--- src/rtl/d5m_sensor_emulator_if.sv ---
// D5M camera parallel bus: pixel clock, 12-bit pixel data and frame/line valid.
// The sensor side drives it as master and the receiver side samples it as slave.
interface d5m_sensor_emulator_if;
    logic        pclk;
    logic [11:0] data;
    logic        fval;
    logic        lval;

    modport master (output pclk, output data, output fval, output lval);
    modport slave  (input  pclk, input  data, input  fval, input  lval);
endinterface

--- src/rtl/d5m_sensor_emulator.sv ---
// Transmit-side D5M sensor model: derives pclk from clk and emits framed test
// patterns with fval/lval timing, changing outputs only at pclk falling edges.
module d5m_sensor_emulator #(
    parameter int H_ACTIVE = 640,
    parameter int V_ACTIVE = 480,
    parameter int H_BLANK  = 16,
    parameter int FV_LEAD  = 8,
    parameter int V_BLANK  = 64,
    parameter int CLK_DIV  = 2
) (
    input  logic                         clk,
    input  logic                         reset_n,
    input  logic                         cam_reset_n,
    input  logic                         enable,
    input  logic [1:0]                   pattern_sel,
    d5m_sensor_emulator_if.master        cam,
    output logic [15:0]                  frame_count,
    output logic                         busy
);
    localparam int DIV_W   = $clog2(CLK_DIV);
    localparam int X_W     = $clog2(H_ACTIVE);
    localparam int Y_W     = $clog2(V_ACTIVE);
    localparam int CNT_MAX = (FV_LEAD > H_BLANK) ?
                             ((FV_LEAD > V_BLANK) ? FV_LEAD : V_BLANK) :
                             ((H_BLANK > V_BLANK) ? H_BLANK : V_BLANK);
    localparam int CNT_W   = $clog2(CNT_MAX + 1);

    localparam logic [DIV_W-1:0] DIV_LAST = DIV_W'(CLK_DIV - 1);
    localparam logic [DIV_W-1:0] DIV_HALF = DIV_W'(CLK_DIV / 2);
    localparam logic [X_W-1:0]   X_LAST   = X_W'(H_ACTIVE - 1);
    localparam logic [Y_W-1:0]   Y_LAST   = Y_W'(V_ACTIVE - 1);
    localparam logic [CNT_W-1:0] LEAD_END = CNT_W'(FV_LEAD - 1);
    localparam logic [CNT_W-1:0] HB_END   = CNT_W'(H_BLANK - 1);
    localparam logic [CNT_W-1:0] VB_END   = CNT_W'(V_BLANK - 1);

    localparam logic [2:0] IDLE   = 3'd0;
    localparam logic [2:0] LEAD   = 3'd1;
    localparam logic [2:0] ACTIVE = 3'd2;
    localparam logic [2:0] HBLANK = 3'd3;
    localparam logic [2:0] VBLANK = 3'd4;

    logic [2:0]       state;
    logic [DIV_W-1:0] div;
    logic [DIV_W-1:0] div_nxt;
    logic             tick;
    logic [X_W-1:0]   x;
    logic [X_W-1:0]   x_inc;
    logic [Y_W-1:0]   y;
    logic [Y_W-1:0]   y_inc;
    logic [CNT_W-1:0] cnt;
    logic [CNT_W-1:0] cnt_inc;
    logic [1:0]       pat;
    logic [11:0]      snap;
    logic             pclk_q;
    logic [11:0]      data_q;
    logic             fval_q;
    logic             lval_q;

    // Bayer order matches the D5M: G1 R on even rows, B G2 on odd rows.
    function automatic logic [11:0] pixel(input logic [1:0] sel,
                                          input logic [X_W-1:0] px,
                                          input logic [Y_W-1:0] py,
                                          input logic [11:0] fc);
        logic [11:0] r;
        case (sel)
            2'd0:    r = {6'(py), 6'(px)};
            2'd1: begin
                case ({py[0], px[0]})
                    2'b00:   r = 12'h800;
                    2'b01:   r = 12'hFFF;
                    2'b10:   r = 12'h000;
                    default: r = 12'h800;
                endcase
            end
            2'd2:    r = fc;
            default: r = 12'hAAA;
        endcase
        return r;
    endfunction

    assign tick    = (div == DIV_LAST);
    assign div_nxt = tick ? '0 : div + DIV_W'(1);
    assign x_inc   = x + X_W'(1);
    assign y_inc   = y + Y_W'(1);
    assign cnt_inc = cnt + CNT_W'(1);

    assign cam.pclk = pclk_q;
    assign cam.data = data_q;
    assign cam.fval = fval_q;
    assign cam.lval = lval_q;
    assign busy     = (state != IDLE);

    always_ff @(posedge clk or negedge reset_n) begin
        if (!reset_n) begin
            state       <= IDLE;
            div         <= '0;
            pclk_q      <= 1'b0;
            x           <= '0;
            y           <= '0;
            cnt         <= '0;
            pat         <= 2'd0;
            snap        <= 12'd0;
            data_q      <= 12'd0;
            fval_q      <= 1'b0;
            lval_q      <= 1'b0;
            frame_count <= 16'd0;
        end else if (!cam_reset_n) begin
            state       <= IDLE;
            div         <= '0;
            pclk_q      <= 1'b0;
            x           <= '0;
            y           <= '0;
            cnt         <= '0;
            pat         <= 2'd0;
            snap        <= 12'd0;
            data_q      <= 12'd0;
            fval_q      <= 1'b0;
            lval_q      <= 1'b0;
            frame_count <= 16'd0;
        end else begin
            div    <= div_nxt;
            pclk_q <= (div_nxt >= DIV_HALF);
            if (tick) begin
                case (state)
                    IDLE: begin
                        if (enable) begin
                            state  <= LEAD;
                            fval_q <= 1'b1;
                            pat    <= pattern_sel;
                            snap   <= frame_count[11:0];
                            x      <= '0;
                            y      <= '0;
                            cnt    <= '0;
                        end
                    end
                    LEAD: begin
                        if (cnt == LEAD_END) begin
                            state  <= ACTIVE;
                            lval_q <= 1'b1;
                            x      <= '0;
                            data_q <= pixel(pat, '0, y, snap);
                        end else begin
                            cnt <= cnt_inc;
                        end
                    end
                    ACTIVE: begin
                        if (x == X_LAST) begin
                            state  <= HBLANK;
                            lval_q <= 1'b0;
                            data_q <= 12'd0;
                            cnt    <= '0;
                        end else begin
                            x      <= x_inc;
                            data_q <= pixel(pat, x_inc, y, snap);
                        end
                    end
                    HBLANK: begin
                        if (cnt != HB_END) begin
                            cnt <= cnt_inc;
                        end else if (y != Y_LAST) begin
                            state  <= ACTIVE;
                            lval_q <= 1'b1;
                            x      <= '0;
                            y      <= y_inc;
                            data_q <= pixel(pat, '0, y_inc, snap);
                        end else begin
                            state       <= VBLANK;
                            fval_q      <= 1'b0;
                            cnt         <= '0;
                            frame_count <= frame_count + 16'd1;
                        end
                    end
                    VBLANK: begin
                        if (cnt != VB_END) begin
                            cnt <= cnt_inc;
                        end else if (enable) begin
                            state  <= LEAD;
                            fval_q <= 1'b1;
                            pat    <= pattern_sel;
                            snap   <= frame_count[11:0];
                            x      <= '0;
                            y      <= '0;
                            cnt    <= '0;
                        end else begin
                            state <= IDLE;
                        end
                    end
                    default: begin
                        state  <= IDLE;
                        fval_q <= 1'b0;
                        lval_q <= 1'b0;
                        data_q <= 12'd0;
                    end
                endcase
            end
        end
    end
endmodule

--- src/flat_wrapper.sv ---
// flat-port wrapper written by rule: the top's interface ports become plain ports
module d5m_sensor_emulator_flat 
#(
    parameter int H_ACTIVE = 640,
    parameter int V_ACTIVE = 480,
    parameter int H_BLANK  = 16,
    parameter int FV_LEAD  = 8,
    parameter int V_BLANK  = 64,
    parameter int CLK_DIV  = 2
)
  (clk, reset_n, cam_reset_n, enable, pattern_sel, frame_count, busy, cam_pclk, cam_data, cam_fval, cam_lval);
  d5m_sensor_emulator_if cam_i ();
  input  logic clk;
  input  logic reset_n;
  input  logic cam_reset_n;
  input  logic enable;
  input  logic [1:0] pattern_sel;
  output logic [15:0] frame_count;
  output logic busy;
  output wire logic [$bits(cam_i.pclk)-1:0] cam_pclk;
  output wire logic [$bits(cam_i.data)-1:0] cam_data;
  output wire logic [$bits(cam_i.fval)-1:0] cam_fval;
  output wire logic [$bits(cam_i.lval)-1:0] cam_lval;
  assign cam_pclk = cam_i.pclk;
  assign cam_data = cam_i.data;
  assign cam_fval = cam_i.fval;
  assign cam_lval = cam_i.lval;
  d5m_sensor_emulator #(.H_ACTIVE(H_ACTIVE), .V_ACTIVE(V_ACTIVE), .H_BLANK(H_BLANK), .FV_LEAD(FV_LEAD), .V_BLANK(V_BLANK), .CLK_DIV(CLK_DIV)) u_core (.clk(clk), .reset_n(reset_n), .cam_reset_n(cam_reset_n), .enable(enable), .pattern_sel(pattern_sel), .cam(cam_i), .frame_count(frame_count), .busy(busy));
endmodule
--- config.mk ---
export PLATFORM = sky130hd
export DESIGN_NAME = d5m_sensor_emulator_flat
export DESIGN_NICKNAME = d
export VERILOG_FILES = /design/src/rtl/d5m_sensor_emulator_if.sv /design/src/rtl/d5m_sensor_emulator.sv /design/src/flat_wrapper.sv
export SDC_FILE = /design/constraint.sdc
export NUM_CORES = 1
export LEC_CHECK = 0
export CAP_MARGIN = 20
export CORE_MARGIN = 4
export CORE_UTILIZATION = 64
export CTS_BUF_LIST = sky130_fd_sc_hd__clkbuf_8
export CTS_CLUSTER_SIZE = 40
export DETAILED_ROUTE_END_ITERATION = 7
export PLACE_DENSITY = 0.95
export SLEW_MARGIN = 20
export SYNTH_ARGS = -nofsm -noshare
export SYNTH_HDL_FRONTEND = slang
export SYNTH_SLANG_ARGS = --single-unit
--- constraint.sdc ---
create_clock -name clk -period 3.4 [get_ports clk]
set_input_delay 1.02 -clock clk [delete_from_list [all_inputs] [get_ports clk]]
set_output_delay 1.02 -clock clk [all_outputs]
set_load 0.01 [all_outputs]
==> results.ini <==
[status]
status=complete, no violations

[route]
post_drt_wl_per_cell_um=19.7
drt-total-wl_um=13000
routed_via_density=7.05
wl_met1_um=4920
drt.antenna.violating_nets=0
dr_total_vias=4645
wl_met2_um=6150
drt-pass1-iter-count=7
wl_met3_um=1340
drc=0
drt_iter0_drc=643
top_layer=met4

[clocking]
cts_inserted_buffers=9
ctsRootBufferMaster=clkbuf_8
cts_tree=built
cts_resized=0
clkTransAtPathRegs_ps=80
clk_path_buf_depth=2
postCtsSetupBuffers=0
clkSinkCount=74
worstSkewPairLatency_ps=360
ctsHoldBuffers=0
htreeDepth=3

[yosys]
yosys-top-cells-count=dfrtp_1 (74), nand2_1 (72), o21ai_0 (38)
synth_edf_count=0
synthCells=527
synth_area_um2=4550
synthesis.nets=537
synthFlopType=dfrtp_1
yosysTopAreaCellShare=0.407
yosysMostFrequentCell=dfrtp_1
synth_top_cell_by_area=dfrtp_1
synth_cell_types=70
synth_area_leaders=dfrtp_1 (41%), nand2_1 (5.9%), o21ai_0 (4.2%)
avgSynthCellArea_um2=8.64
async_reset_ff_frac=1.00
yosys_warnings=0
ys_ff_latch=74
synth_seq_area_share=0.407

[placement]
routabilityCongestion=1.04
dpl.hpwl_um=9230
port-buffer-count=37
dp_cells=643

[sta]
rsz0062_at_grt=no
relSlewSlack=0.259
fin_crit_ps=2900
setup_viol=0
maxSlewViolCount=0
tns_ps=0
tightest_slew_ps=1100
fin_hold_ws_ps=486
fmax_ghz=0.345
fin_skew_ps=12.1
fin_crit_sh=0.853
hold_viol_final=0

[pwr]
p_clk_frac=0.263
p_leak_nw=2.08
power.density_nw_per_um2=470
p_comb_frac=0.326
p_seq_frac=0.411
vdd_ir_drop_max_mv=0.291
p_sw_frac=0.389
intPower_w=0.00150
p_switching_w=0.000955

[floorplanning]
die_h_um=92.4
die_area_um2=8530
die_w_um=92.4
start_util=0.663
coreArea_um2=6870
ios=38
placementRows=30

[critical_path]
path_class=input port to flop
cp_max_fo=9
cp.arrival_ps=3150
reg2reg_to=u_core.cnt[5]$_DFFE_PN0P_
startpoint=enable
end_kind=flop
cp_data_required_time_ps=3650
r2r-start=u_core.cnt[0]$_DFFE_PN0P_
cp-start-kind=input port
worst_path_max_delay_cell=or4_1
worstPathCellList=clkdlybuf4s50_1, or3b_2, nand2_1, o22ai_2, or4_1, o41ai_2
rrSetupSlack_ps=580
critical_path.max_stage_delay_ps=620
rr_worst_depth=6
worstSetupEndpoint=u_core.x[5]$_DFFE_PN0P_

[grt]
grt_pass1_wl_um=21700
grt_max_degree=43
antenna_found_initial=0
grt_pass1_vias=4510
grtUsageTotal=0.316
globalRouteOverflowTotal=0

[cells_and_area]
final_nets=568
fin_cells=659
synthToLayoutAreaGrowth_pct=14.7
drive_gt1_frac=0.0888
num_antenna_cells=0

[run]
cap_viol_max_count=0

[min_path]
min_path_type=flop to flop

==> state kept, by name (all words and copies together) (netlist names) <==
name                flops
u_core.snap            12
u_core.pat              2
u_core.x               10
u_core.cam.fval         1
u_core.cam.lval         1
u_core.cam.data        12
u_core.div              1
u_core.frame_count     16
u_core.state            3
u_core.y                9
u_core.cnt              7
==> cell families after synthesis <==
kind of cell,count (synthesis),synth area share
compound gates,171,0.264
simple gates,218,0.249
mux,6,0.0135
fa+ha+maj,4,0.0110
flops,74,0.407
xor+xnor,9,0.0173
buf+inv,45,0.0387
==> worst max-delay path, delay by kind of cell <==
family,cells,cell delay [ps]
AO/OA/AOI/OAI,2,400
buffers and inverters,1,490
AND/OR/NAND/NOR,3,1230
==> stage by stage <==
stage          utilization  area, um^2  worst slack, ps  power (W)
6_report             0.761        5230              500    0.00245
5_1_grt              0.761        5230              431    0.00256
4_1_cts              0.761        5230              512    0.00243
3_5_place_dp         0.733        5040              154    0.00178
3_3_place_gp         0.733        5040              191    0.00176
2_1_floorplan            -        4550              777    0.00151
==> cell type report <==
| type | count | area [um^2] |
|---|---|---|
| clock buffer | 10 | 138 |
| clock inverter | 6 | 50.0 |
| fill | 468 | 1640 |
| inverter | 13 | 48.8 |
| multi-input combinational | 408 | 2530 |
| sequential | 74 | 1850 |
| tap | 96 | 120 |
| timing repair buffer | 52 | 490 |
==> how the worst min path moves through the flow <==
stage | startpoint | to | slack (ps) | cells past startpoint
5_1_grt | u_core.x[9]$_DFFE_PN0P_ | u_core.x[9]$_DFFE_PN0P_ | 500 | 1
3_3_place_gp | u_core.snap[11]$_DFFE_PN0P_ | u_core.snap[11]$_DFFE_PN0P_ | 460 | 2
4_1_cts | u_core.x[9]$_DFFE_PN0P_ | u_core.x[9]$_DFFE_PN0P_ | 480 | 1
2_1_floorplan | u_core.snap[11]$_DFFE_PN0P_ | u_core.snap[11]$_DFFE_PN0P_ | 440 | 2
6_report | u_core.x[9]$_DFFE_PN0P_ | u_core.x[9]$_DFFE_PN0P_ | 490 | 1
3_5_place_dp | u_core.x[9]$_DFFE_PN0P_ | u_core.x[9]$_DFFE_PN0P_ | 470 | 1
==> power groups by stage <==
stage / Clock (W) / Sequential (W) / Combinational, W
floorplan: 0 / 0.000985 / 0.000521
global placement: 0 / 0.00101 / 0.000743
detailed placement: 0 / 0.00102 / 0.000764
CTS: 0.000650 / 0.00100 / 0.000773
global route: 0.000692 / 0.00101 / 0.000855
finish: 0.000644 / 0.00101 / 0.000801
==> routing by layer <==
metal | vias up | GRT usage
li1 | 2051 | -
met3 | 74 | 0.0690
met1 | 2200 | 0.416
met5 | - | 0
met2 | 320 | 0.494
met4 | 0 | 0.157
==> placed cells by master, fill, tap and decap left out, drive strengths merged, types with 5 or more instances in the layout <==
cell type	count
mux2i	5
clkbuf	10
a221o	7
nand2	72
clkdlybuf4s50	36
and3	10
or4	11
o41ai	10
xnor2	5
or3	6
a21o	6
a21oi	30
nor3	13
o2bb2ai	5
o31ai	17
dfrtp	74
a31oi	17
and2	5
buf	16
o21ai	39
nor3b	5
inv	14
nor2	37
nand3	19
nand4	7
nand2b	12
Power figures use the tool's default switching activity.
